--- src/rtl/wash_pkg.sv ---
// Shared types and per-program phase durations (in prescaled ticks) for wash_phase_timer.
package wash_pkg;

    typedef enum logic [2:0] {
        PH_IDLE    = 3'd0,
        PH_ARMED   = 3'd1,
        PH_WASH    = 3'd2,
        PH_RINSE   = 3'd3,
        PH_SPIN    = 3'd4,
        PH_EXPIRED = 3'd5
    } phase_e;

    typedef enum logic [1:0] {
        PROG_QUICK      = 2'd0,
        PROG_NORMAL     = 2'd1,
        PROG_HEAVY      = 2'd2,
        PROG_RINSE_ONLY = 2'd3
    } prog_e;

    // Indexed by prog_e: QUICK, NORMAL, HEAVY, RINSE_ONLY.
    localparam int unsigned WASH_TICKS  [4] = '{2, 3, 5, 0};
    localparam int unsigned RINSE_TICKS [4] = '{1, 2, 4, 2};
    localparam int unsigned SPIN_TICKS  [4] = '{1, 2, 3, 2};

endpackage

--- src/rtl/tick_prescaler.sv ---
// Divides clk by TICK_DIV into a single-cycle tick; clr restarts the count, hold freezes it.
module tick_prescaler #(
    parameter int TICK_DIV = 1000
) (
    input  logic clk,
    input  logic rst_n,
    input  logic clr_i,
    input  logic hold_i,
    output logic tick_o
);

    localparam int PW = (TICK_DIV > 1) ? $clog2(TICK_DIV) : 1;
    localparam logic [PW-1:0] LAST = PW'(TICK_DIV - 1);

    logic [PW-1:0] cnt_q, cnt_d;

    always_comb begin
        cnt_d  = cnt_q;
        tick_o = 1'b0;
        if (clr_i) begin
            cnt_d = '0;
        end else if (!hold_i) begin
            if (cnt_q == LAST) begin
                cnt_d  = '0;
                tick_o = 1'b1;
            end else begin
                cnt_d = cnt_q + PW'(1);
            end
        end
    end

    always_ff @(posedge clk or negedge rst_n) begin
        if (!rst_n) cnt_q <= '0;
        else        cnt_q <= cnt_d;
    end

endmodule

--- src/rtl/wash_phase_timer.sv ---
// Phase timer beside the washing-machine FSM: times wash/rinse/spin and raises held timeout flags.
// Optional WASH_PHASE_TIMER_CFG_EN adds a runtime-writable duration register replacing the table.
module wash_phase_timer
    import wash_pkg::*;
#(
    parameter int TICK_DIV = 1000,
    parameter int CNT_W    = 12
) (
    input  logic             clk,
    input  logic             reset,
    input  logic             start,
    input  logic [1:0]       prog_sel,
    input  logic             pause,
    input  logic             soap_wash,
    input  logic             water_wash,
    input  logic             drain_value_on,
    input  logic             motor_on,
`ifdef WASH_PHASE_TIMER_CFG_EN
    input  logic             cfg_we,
    input  logic [1:0]       cfg_sel,
    input  logic [CNT_W-1:0] cfg_ticks,
`endif
    output logic             cycle_timeout,
    output logic             spin_timeout,
    output logic [2:0]       phase,
    output logic [CNT_W-1:0] remaining,
    output logic             busy
);

    function automatic logic [CNT_W-1:0] sat_ticks(input int unsigned v);
        longint unsigned lim;
        lim = (64'd1 << CNT_W) - 64'd1;
        if (64'(v) > lim) return '1;
        return CNT_W'(v);
    endfunction

    phase_e           state_q, state_d, src_q, src_d;
    prog_e            prog_q, prog_d;
    logic [CNT_W-1:0] cnt_q, cnt_d;
    logic             cyc_q, cyc_d, spin_q, spin_d;
    logic             load, tick, counting, phase_in;
    logic [CNT_W-1:0] wash_len, rinse_len, spin_len;
    logic [CNT_W-1:0] wash_tab [4];
    logic [CNT_W-1:0] rinse_tab [4];
    logic [CNT_W-1:0] spin_tab [4];

    for (genvar gi = 0; gi < 4; gi++) begin : g_tab
        assign wash_tab[gi]  = sat_ticks(WASH_TICKS[gi]);
        assign rinse_tab[gi] = sat_ticks(RINSE_TICKS[gi]);
        assign spin_tab[gi]  = sat_ticks(SPIN_TICKS[gi]);
    end

`ifdef WASH_PHASE_TIMER_CFG_EN
    logic [CNT_W-1:0] cfg_q [3];

    always_ff @(posedge clk or negedge reset) begin
        if (!reset) begin
            cfg_q[0] <= sat_ticks(WASH_TICKS[PROG_NORMAL]);
            cfg_q[1] <= sat_ticks(RINSE_TICKS[PROG_NORMAL]);
            cfg_q[2] <= sat_ticks(SPIN_TICKS[PROG_NORMAL]);
        end else if (cfg_we) begin
            case (cfg_sel)
                2'd0:    cfg_q[0] <= cfg_ticks;
                2'd1:    cfg_q[1] <= cfg_ticks;
                2'd2:    cfg_q[2] <= cfg_ticks;
                default: ;
            endcase
        end
    end

    assign wash_len  = cfg_q[0];
    assign rinse_len = cfg_q[1];
    assign spin_len  = cfg_q[2];
`else
    assign wash_len  = wash_tab[prog_q];
    assign rinse_len = rinse_tab[prog_q];
    assign spin_len  = spin_tab[prog_q];
`endif

    assign counting = (state_q == PH_WASH) || (state_q == PH_RINSE) || (state_q == PH_SPIN);

    // In EXPIRED the phase that timed out decides which input releases the flag.
    always_comb begin
        phase_e sel;
        sel      = (state_q == PH_EXPIRED) ? src_q : state_q;
        phase_in = 1'b0;
        case (sel)
            PH_WASH:  phase_in = soap_wash;
            PH_RINSE: phase_in = water_wash;
            PH_SPIN:  phase_in = drain_value_on && motor_on;
            default:  phase_in = 1'b0;
        endcase
    end

    tick_prescaler #(.TICK_DIV(TICK_DIV)) u_prescaler (
        .clk    (clk),
        .rst_n  (reset),
        .clr_i  (load),
        .hold_i (pause || !counting),
        .tick_o (tick)
    );

    always_comb begin
        state_d = state_q;
        prog_d  = prog_q;
        src_d   = src_q;
        cnt_d   = cnt_q;
        cyc_d   = cyc_q;
        spin_d  = spin_q;
        load    = 1'b0;
        if (!pause) begin
            case (state_q)
                PH_IDLE: begin
                    if (start) begin
                        prog_d  = prog_e'(prog_sel);
                        state_d = PH_ARMED;
                    end
                end
                PH_ARMED: begin
                    if (soap_wash) begin
                        state_d = PH_WASH;
                        cnt_d   = wash_len;
                        load    = 1'b1;
                    end else if (water_wash) begin
                        state_d = PH_RINSE;
                        cnt_d   = rinse_len;
                        load    = 1'b1;
                    end else if (drain_value_on && motor_on) begin
                        state_d = PH_SPIN;
                        cnt_d   = spin_len;
                        load    = 1'b1;
                    end
                end
                PH_WASH, PH_RINSE, PH_SPIN: begin
                    // An abort wins over an expiry landing on the same edge.
                    if (!phase_in) begin
                        state_d = PH_ARMED;
                        cnt_d   = '0;
                    end else if (cnt_q == '0) begin
                        state_d = PH_EXPIRED;
                        src_d   = state_q;
                        cyc_d   = (state_q != PH_SPIN);
                        spin_d  = (state_q == PH_SPIN);
                    end else if (tick) begin
                        cnt_d = cnt_q - CNT_W'(1);
                    end
                end
                PH_EXPIRED: begin
                    if (!phase_in) begin
                        state_d = (src_q == PH_SPIN) ? PH_IDLE : PH_ARMED;
                        cyc_d   = 1'b0;
                        spin_d  = 1'b0;
                    end
                end
                default: state_d = PH_IDLE;
            endcase
        end
    end

    always_ff @(posedge clk or negedge reset) begin
        if (!reset) begin
            state_q <= PH_IDLE;
            prog_q  <= PROG_QUICK;
            src_q   <= PH_IDLE;
            cnt_q   <= '0;
            cyc_q   <= 1'b0;
            spin_q  <= 1'b0;
        end else begin
            state_q <= state_d;
            prog_q  <= prog_d;
            src_q   <= src_d;
            cnt_q   <= cnt_d;
            cyc_q   <= cyc_d;
            spin_q  <= spin_d;
        end
    end

    assign cycle_timeout = cyc_q;
    assign spin_timeout  = spin_q;
    assign phase         = state_q;
    assign remaining     = counting ? cnt_q : '0;
    assign busy          = (state_q != PH_IDLE);

endmodule
--- config.mk ---
export PLATFORM = sky130hd
export DESIGN_NAME = wash_phase_timer
export DESIGN_NICKNAME = d
export VERILOG_FILES = /design/src/rtl/wash_pkg.sv /design/src/rtl/tick_prescaler.sv /design/src/rtl/wash_phase_timer.sv
export SDC_FILE = /design/constraint.sdc
export NUM_CORES = 1
export LEC_CHECK = 0
export CORE_ASPECT_RATIO = 1.2
export CORE_MARGIN = 3
export CORE_UTILIZATION = 30
export DETAILED_ROUTE_END_ITERATION = 8
export SLEW_MARGIN = 10
export SYNTH_ARGS = -nofsm -noshare
export SYNTH_HDL_FRONTEND = slang
export SYNTH_SLANG_ARGS = --single-unit
export TNS_END_PERCENT = 1
--- constraint.sdc ---
create_clock -name clk -period 2.1 [get_ports clk]
set_input_delay 0.42 -clock clk [delete_from_list [all_inputs] [get_ports clk]]
set_output_delay 0.42 -clock clk [all_outputs]
set_load 0.05 [all_outputs]
* Word-level counts from Yosys, hierarchy flattened *
Index checks and enable logic that the tools add are counted.

cells by class
  eq/ne operators = 20
  mux-type cells = 46
  magnitude comparators = 1
  add/sub/neg operators = 2
  bitwise operators = 2
  reduce and logical (&&, ||, !) cells = 16

operator list
  kind                                                                  number
  12-bit 2-to-1 mux                                                     13
  12-bit binary-select mux with 2-bit select                            3
  10-bit 2-to-1 mux                                                     3
  3-bit 2-to-1 mux                                                      8
  12-bit one-hot mux with 2 select lines                                1
  5-bit AND reduction                                                   3
  1-bit 2-to-1 mux                                                      14
  3-bit by 2-bit == test with 1-bit output, second input constant       4
  3-bit == test, second input constant                                  4
  12-bit logical NOT                                                    1
  3-bit != test, second input constant                                  4
  3-bit one-hot mux with 4 select lines                                 1
  12-bit by 1-bit subtractor with 12-bit output, second input constant  1
  10-bit by 1-bit adder with 10-bit output, second input constant       1
  10-bit == test, second input constant                                 1
  2-bit != test, second input constant                                  5
  4-bit != test, second input constant                                  1
  1-bit one-hot mux with 2 select lines                                 2
  4-bit AND reduction                                                   1
  2-bit nonzero test                                                    2
  3-bit by 1-bit == test with 1-bit output, second input constant       1
  3-bit greater-or-equal comparator, second input constant              1
  3-bit logical NOT                                                     1
  1-bit logical OR                                                      3
  other kinds (8)                                                       8

word-level totals
  input port bits = 10
  bits in registers = 32
  logic and storage cells = 94

* Logic depth before layout (Yosys ltp) *
  word-level depth = 11
  gate-level depth with buffers = 10
  mapped depth without buffers = 8

* Hierarchy *
A second synthesis with hierarchy kept.

unflattened totals
  cells, all modules = 237
  area, all modules = 2123.3 µm²

modules (own cells, without submodules)
  module            cells each  area each (µm²)  seq. area each (µm²)  times used
  wash_phase_timer  179         1572.8           550.5                 1
  tick_prescaler    58          550.5            250.2                 1

* Worst setup path before layout *
OpenSTA, ideal clock, no wires.

  kind = register to output
  start = register state_q[1] (netlist: phase[1])
  end = output remaining[10]
  data required time = 1.680 ns
  data arrival time = 2.262 ns
  cell stages (with the launch flop) = 6
  path buffers = 2
  slack = -0.582 ns
  path through = dfrtp_1 clkbuf_1 nor2b_1 a21oi_1 clkbuf_1 nor2b_1

on the way
  longest elaborated chain between the ends = 4

RTL lines
  element                                   RTL line                 text
  start: declaration                        wash_phase_timer.sv:37   phase_e state_q, state_d, src_q, src_d;
  start signal: assignment                  wash_phase_timer.sv:169  state_q <= state_d;
  3-bit by 2-bit == test with 1-bit output  wash_phase_timer.sv:80   assign counting = (state_q == PH_WASH) || (state_q == PH_RINSE) || (state_q == PH_SPIN);
  1-bit logical OR                          wash_phase_timer.sv:80
  1-bit logical OR (*)                      wash_phase_timer.sv:80
  12-bit 2-to-1 mux (*)                     wash_phase_timer.sv:181  assign remaining = counting ? cnt_q : '0;
  end: declaration                          wash_phase_timer.sv:26   output logic [CNT_W-1:0] remaining,

Mark *: on every way between the ends. The rest lies on a longest branch, timed or not.

* Worst setup path in the final report *
  start = register cnt_q[6]
  end = register cyc_q (netlist: cycle_timeout)

on the way
  longest elaborated chain between the ends = 3

RTL lines
  element                        RTL line                 text
  start: declaration             wash_phase_timer.sv:39   logic [CNT_W-1:0] cnt_q, cnt_d;
  start signal: assignment       wash_phase_timer.sv:172  cnt_q <= cnt_d;
  12-bit logical NOT             wash_phase_timer.sv:139  end else if (cnt_q == '0) begin
  2-bit != test (no line)        n/a
  5-bit AND reduction (no line)  n/a
  end signal: assignment         wash_phase_timer.sv:173  cyc_q <= cyc_d;
  end: declaration               wash_phase_timer.sv:40   logic cyc_q, cyc_d, spin_q, spin_d;

Every way passes these cells.
A chain may end at the register's enable or synchronous reset.

==> results.json <==
{
  "postSynth.asyncResetShare_pct": 100,
  "grt_pass1_wl_microns": 8900,
  "postLayoutCoreUtil_pct": 46.0,
  "drt-vias-per-instance": 4.99,
  "cellPowerDensity_nw_per_um2": 1140,
  "share_of_post_route_cells_with_drive_strength_above_1_pct": 33.3,
  "p_leak_nw": 1.33,
  "ant_nets": 0,
  "insertion_delay_ns": 0.29,
  "antenna_cells_inserted": 0,
  "dieWidth_microns": 81.3,
  "yosys_register_bits": 32,
  "timing.final.hold_violations": 0,
  "dp_cells": 379,
  "setup_viol_count_final": 20,
  "routed_vias": 1937,
  "crit-reg2reg-launch": "cnt_q[6]",
  "finClkSkew_ns": 0.0115,
  "clk_path_buf_depth": 2,
  "synthDominantCellAreaShare_pct": 39.2,
  "coreArea_sq_um": 6530,
  "post_synth_inst_count": 234,
  "post-place-ws_ns": -0.316,
  "violations": "setup timing",
  "fin_nets": 317,
  "max-vdd-ir-drop_v": 0.000520,
  "number_of_drc_violations_after_detailed_routing_iteration_0": 72,
  "place.detailed.hpwl_microns": 3920,
  "postLayoutCellArea_sq_um": 3000,
  "final_cell_count_no_fill": 388,
  "power.total_mw": 3.43,
  "fin_ws_ns": -0.235,
  "tritoncts": "done",
  "cts_hold_buffers": 0,
  "crit_path_start_kind": "flip-flop",
  "fill_cells": 627,
  "avgRoutedWirePerCell_microns": 13.3,
  "die_area_sq_um": 7830,
  "critPathLaunch": "cnt_q[6]",
  "post-route-min-period_ns": 2.33,
  "numCtsBuffers": 5,
  "synth.most_common_cell": "sky130_fd_sc_hd__dfrtp_1",
  "floorplan.io_pins": 28,
  "worst_reg2reg_setup_slack_ns": -0.23,
  "place_area_sq_um": 2770,
  "antenna_found_initial": 0,
  "grt_pass1_vias": 1927,
  "synth_common_cells": "sky130_fd_sc_hd__dfrtp_1, sky130_fd_sc_hd__nor2_1, sky130_fd_sc_hd__nor2b_1, sky130_fd_sc_hd__inv_1",
  "worst-path-max-fanout": 6,
  "gp_congestion": 0.886,
  "groute.usage.overall_pct": 14.6,
  "die_y_microns": 96.4,
  "arrival_time_at_the_worst_endpoint_ns": 2.50,
  "route.detailed.drc": 0,
  "yosys.cell_types.count": 53,
  "max_freq_mhz": 428,
  "status": "finished with violations",
  "multi_input_area_sq_um": 1270,
  "min_from": "u_prescaler.cnt_q[9]",
  "synth_to_layout_area_growth_pct": 47.1,
  "crit_path_end_kind": "flip-flop",
  "synth.avg_cell_area_sq_um": 8.72,
  "routed_wl_microns": 5170,
  "clk_transition_reported_paths_ns": 0.08,
  "ys_top_cells_by_area": "sky130_fd_sc_hd__dfrtp_1, sky130_fd_sc_hd__nor2_1, sky130_fd_sc_hd__nor2b_1",
  "number_of_sinks_handled_by_clock_tree_synthesis": 32,
  "synth_edf_count": 0,
  "max_slew.worst_pin.slew_ns": 0.519,
  "cell_taking_the_most_area_after_synthesis": "sky130_fd_sc_hd__dfrtp_1",
  "layout_worst_path_cycle_share_pct": 111,
  "post_synth_instance_area_sq_um": 2040,
  "floorplan.initialDensity_pct": 31.3,
  "critical_path_class": "reg2reg",
  "global_route_total_overflow": 0,
  "syn-num-nets": 249,
  "max-cap-violations": 0,
  "critPathRequiredTime_ns": 2.27,
  "postSynth.topFlopCell": "sky130_fd_sc_hd__dfrtp_1",
  "final_max_slew_viol_count": 0,
  "synth_seq_area_share_pct": 39.2,
  "port-buffer-count": 27,
  "grt_setup_unrepaired": "true",
  "finalHoldWorstSlack_ns": 0.494,
  "cts_root_buf": "sky130_fd_sc_hd__clkbuf_8",
  "htree_num_levels": 2,
  "synthesis.yosys.warnings": 0,
  "worst_hold_path_type": "reg2reg",
  "floorplan.rows": 32,
  "slew_headroom_pct": 65.2,
  "fin_tns_setup_ns": -2.44,
  "pin_count_of_the_biggest_net_entering_global_routing": 33,
  "layout.area.seq_sq_um": 803,
  "dr.pass1.iters": 4
}
layout by cell type, fill, tap and decap left out, types with 7 or more instances in the layout:
cell type / n
sky130_fd_sc_hd__inv_1: 14
sky130_fd_sc_hd__o31ai_1: 7
sky130_fd_sc_hd__nand2_1: 7
sky130_fd_sc_hd__buf_6: 15
sky130_fd_sc_hd__o21ai_0: 11
sky130_fd_sc_hd__xnor2_1: 8
sky130_fd_sc_hd__nor2_1: 23
sky130_fd_sc_hd__nor2b_4: 9
sky130_fd_sc_hd__nor3_1: 7
sky130_fd_sc_hd__dfrtp_1: 30
sky130_fd_sc_hd__buf_4: 43
sky130_fd_sc_hd__clkdlybuf4s50_1: 10
sky130_fd_sc_hd__o21ai_1: 13
power by group:
part	internal (mW)	switching (mW)
Sequential	0.749	0.123
Clock	0.351	0.244
Combinational	0.845	1.12
registers in the layout, summed over array words and instances (netlist names):
signal             flops
phase                  3
cycle_timeout          1
cnt_q                 12
src_q                  3
prog_q                 2
spin_timeout           1
u_prescaler.cnt_q     10
worst paths after layout:
| path | end | depth (start not counted) |
|---|---|---|
| worst max register to register | cycle_timeout | 6 |
| max in group asynchronous | phase[1] | 2 |
| worst max-delay path | cycle_timeout | 6 |
| worst min register to register | u_prescaler.cnt_q[9] | 1 |
| worst min-delay path | u_prescaler.cnt_q[9] | 1 |
| min in group asynchronous | cnt_q[3] | 2 |
logic make-up (layout without fill, tap and decap cells):
kind of cell	Yosys count	count (layout)	synth area share, %
flip-flops	32	32	39.2
AO/OA/AOI/OAI	59	59	19.3
multiplexers	5	5	2.64
adder cells (fa/ha/maj)	5	5	3.07
XOR/XNOR	8	8	3.43
AND/OR/NAND/NOR	100	100	27.4
buffers and inverters	25	94	4.91
layer usage:
| layer | wire [microns] | GRT usage (%) | part of all wire [%] |
|---|---|---|---|
| met5 | 0 | 0 | 0 |
| met1 | 2400 | 18.4 | 46 |
| met2 | 2530 | 24.5 | 49 |
| met3 | 139 | 2.72 | 2.7 |
| met4 | 106 | 5.49 | 2.0 |
critical path, stage by stage, from the launching register on:
cell and delay (ns):
sky130_fd_sc_hd__dfrtp_1 0.38, sky130_fd_sc_hd__or4_4 0.54, sky130_fd_sc_hd__or4_4 0.55, sky130_fd_sc_hd__buf_6 0.15, sky130_fd_sc_hd__nor4b_1 0.29, sky130_fd_sc_hd__o31a_1 0.23, sky130_fd_sc_hd__o21ai_1 0.06
what timing repair did:
item                                    CTS  global route
buffers inserted                          1             0
gates resized for setup                  26             6
endpoints found under the setup margin   31            32
pin swaps                                 7             3
cell type report:
| class | count | area share, % |
|---|---|---|
| well taps | 85 | 3.54 |
| inverters | 14 | 1.75 |
| clock buffers | 5 | 2.29 |
| clock inverters | 3 | 1.42 |
| repair buffers | 72 | 21.8 |
| multi-input cells | 177 | 42.4 |
| flip-flops and latches | 32 | 26.7 |
No activity file was read; power rests on OpenSTA's default activity.
==> edit, RTL diff (config.mk and constraints unchanged) <==
Add a define of `WASH_PHASE_TIMER_CFG_EN`.
--- a/src/rtl/wash_phase_timer.sv
+++ b/src/rtl/wash_phase_timer.sv
@@ -1,5 +1,7 @@
 // Phase timer beside the washing-machine FSM: times wash/rinse/spin and raises held timeout flags.
 // Optional WASH_PHASE_TIMER_CFG_EN adds a runtime-writable duration register replacing the table.
+`define WASH_PHASE_TIMER_CFG_EN
+
 module wash_phase_timer
     import wash_pkg::*;
 #(
Interface: changed (added cfg_sel, cfg_ticks and cfg_we); port bits go from 28 to 43. The function was not compared with the original's and may differ.
==> edit against the original RTL <==
- the run still ends with negative setup slack left
- sequential cell count is 34 higher
- count of clock-buffer cells in the layout is 5 higher
- critical path type unchanged
- area after synthesis is 75% higher
- largest power group unchanged
- total power is 100% higher
- wire length is 83% higher
- hold slack worse by 420 ps
- global-route usage is 0.25 points higher
- cell area is 76% higher
- worst setup slack better by 68 ps
==> edit: results (changes against the original RTL) <==
| Metric | Value |
|---|---|
| Outcome | finished, violations left |
| Violated checks | negative setup slack |
| CP endpoint | phase[1] |
| Initial detailed-routing violation count | 120 (+67%) |
| Number of global-route vias before repair | 3116 (+62%) |
| Placed inst area | 0.00469 sq mm (+70%) |
| Layout cells sized above 1 | 0.424 (+0.0902) |
| Buffers added on ports | 40 (+48%) |
| Number of distinct library cells after synthesis | 58 (+9.4%) |
| Fill count | 1036 (+65%) |
| Start point of the critical path | cnt_q[1] |
| Latest clock arrival within the worst-skew pair | 340 ps (+50 ps) |
| Count of TritonRoute iterations in the first routing pass | 4 (unchanged) |
| Root Buffer | sky130_fd_sc_hd__clkbuf_16 |
| Sequential element share of the synthesized area | 0.465 (+0.0725) |
| CTS clock-pin slew for the worst setup and hold paths | 60 ps (-20 ps) |
| DR WL/cell | 15.7 microns (+17%) |
| Worst slew margin relative to its limit | 0.669 (+0.0175) |
| Setup slack after placement | -444 ps (-128 ps) |
| Setup-violating endpoint count in the final report | 19 (-5.0%) |
| Cells taking the most area after synthesis | sky130_fd_sc_hd__dfrtp_1 44%, sky130_fd_sc_hd__mux2_2 13%, sky130_fd_sc_hd__mux2i_1 3.7%, sky130_fd_sc_hd__o21ai_0 3.5%, sky130_fd_sc_hd__dfstp_2 2.9% |
| R2r worst-path depth | 9 (+3) |
| Total nets after synthesis | 371 (+49%) |
| VDD IR-drop max | 0.459 mV (-12%) |
| Hold/Removal Path Class | in -> async |
| Diode count | 0 (unchanged) |
| Pin count of the biggest net entering global routing | 67 (+100%) |
| Antenna violations before repair | 0 (unchanged) |
| Wire length of the first global-routing pass | 15800 microns (+77%) |
| Clock buffer count from CTS | 9 (+4) |
| Final HPWL DP | 6660 microns (+70%) |
| Number of nets in the final layout | 473 (+49%) |
| Final Skew | 7.28 ps (-4.21 ps) |
| Reported leakage power | 2.25 nW (+70%) |
| Asr flop ratio synth | 1.00 (unchanged) |
| Hold-fix buffers, CTS | 0 (unchanged) |
| Largest driver fanout on the critical path | 3 (-3) |
| Routability cong. | 0.841 (-5.2%) |
| Final worst slack | -166 ps (+68.5 ps) |
| H-Tree Level Count | 3 (+1) |
| Global-route total usage across every layer | 0.148 (+0.00255) |
| Maximum count of clock buffers along a single path | 2 (unchanged) |
| Via density | 5.05 (+1.1%) |
| Kind of capture point of the worst setup path | flip-flop |
| Count of synthesis-stage warnings from yosys | 0 (unchanged) |
| Footprint of the multi-input gates | 0.00197 sq mm (+55%) |
| Critical path data arrival time | 2480 ps (-20 ps) |
| Cell types with the highest counts after synthesis | 62 x sky130_fd_sc_hd__dfrtp_1, 40 x sky130_fd_sc_hd__mux2_2, 27 x sky130_fd_sc_hd__nand2_1 |
==> edit: metal layers <==
metal  vias up  global-route usage  wire length, microns
li1       1490                   -                     -
met1      1492               0.183                  4120
met2        58               0.250                  4810
met3        15              0.0304                   342
met4         0              0.0633                   197
met5         -                   0                     0
==> edit: how the worst min path moves through the flow <==
| stage | slack [ps] | from | to |
|---|---|---|---|
| after global placement | 460 | reset | u_prescaler.cnt_q[5] |
| after detailed placement | 470 | reset | u_prescaler.cnt_q[5] |
| after floorplan | 120 | reset | cnt_q[0] |
| after CTS | 110 | reset | u_prescaler.cnt_q[8] |
| final | 70 | reset | u_prescaler.cnt_q[8] |
| after global routing | 130 | reset | u_prescaler.cnt_q[8] |
==> edit: cell families after synthesis <==
family | after synthesis | synth area share
AND/OR/NAND/NOR | 109 | 0.163
buffers and inverters | 26 | 0.0291
AO/OA/AOI/OAI | 84 | 0.162
adder cells (fa/ha/maj) | 2 | 0.00702
flip-flops | 66 | 0.465
XOR/XNOR | 1 | 0.00246
multiplexers | 56 | 0.172
==> edit: per-stage QoR <==
stage,cells,total power [mW],setup TNS [ps]
2_1_floorplan,344,3.51,-7990
5_1_grt,605,7.33,-4300
3_5_place_dp,579,4.96,-7540
6_report,605,6.96,-1510
3_3_place_gp,579,4.91,-6490
4_1_cts,602,6.83,-2630
==> edit: report_power, final <==
group	leakage [nW]	total, mW	switching [mW]	internal (mW)
logic	1.29	3.61	1.83	1.78
clock network	0.150	1.56	0.598	0.965
registers	0.810	1.78	0.204	1.58
==> edit: cell type report <==
class,count,area share
repair buffers,111,0.211
inverters,6,0.00427
flip-flops and latches,66,0.315
multi-input cells,252,0.374
clock inverters,6,0.0138
well taps,154,0.0366
clock buffers,10,0.0453
==> edit: what timing repair did <==
action                     in CTS  in global routing
gates cloned                    0                  0
setup endpoints to repair      29                 36
pin swaps                      13                  2
gates resized for setup        40                 15
setup buffers                   7                  3
==> edit: critical path: stages, from the launching register on <==
cell and delay, ps:
sky130_fd_sc_hd__dfrtp_1 390, sky130_fd_sc_hd__inv_2 90, sky130_fd_sc_hd__ha_4 140, sky130_fd_sc_hd__nor3b_4 190
sky130_fd_sc_hd__buf_6 130, sky130_fd_sc_hd__and2_1 130, sky130_fd_sc_hd__and3_1 230, sky130_fd_sc_hd__o22ai_2 90
sky130_fd_sc_hd__a2111o_1 440, sky130_fd_sc_hd__mux2_4 320
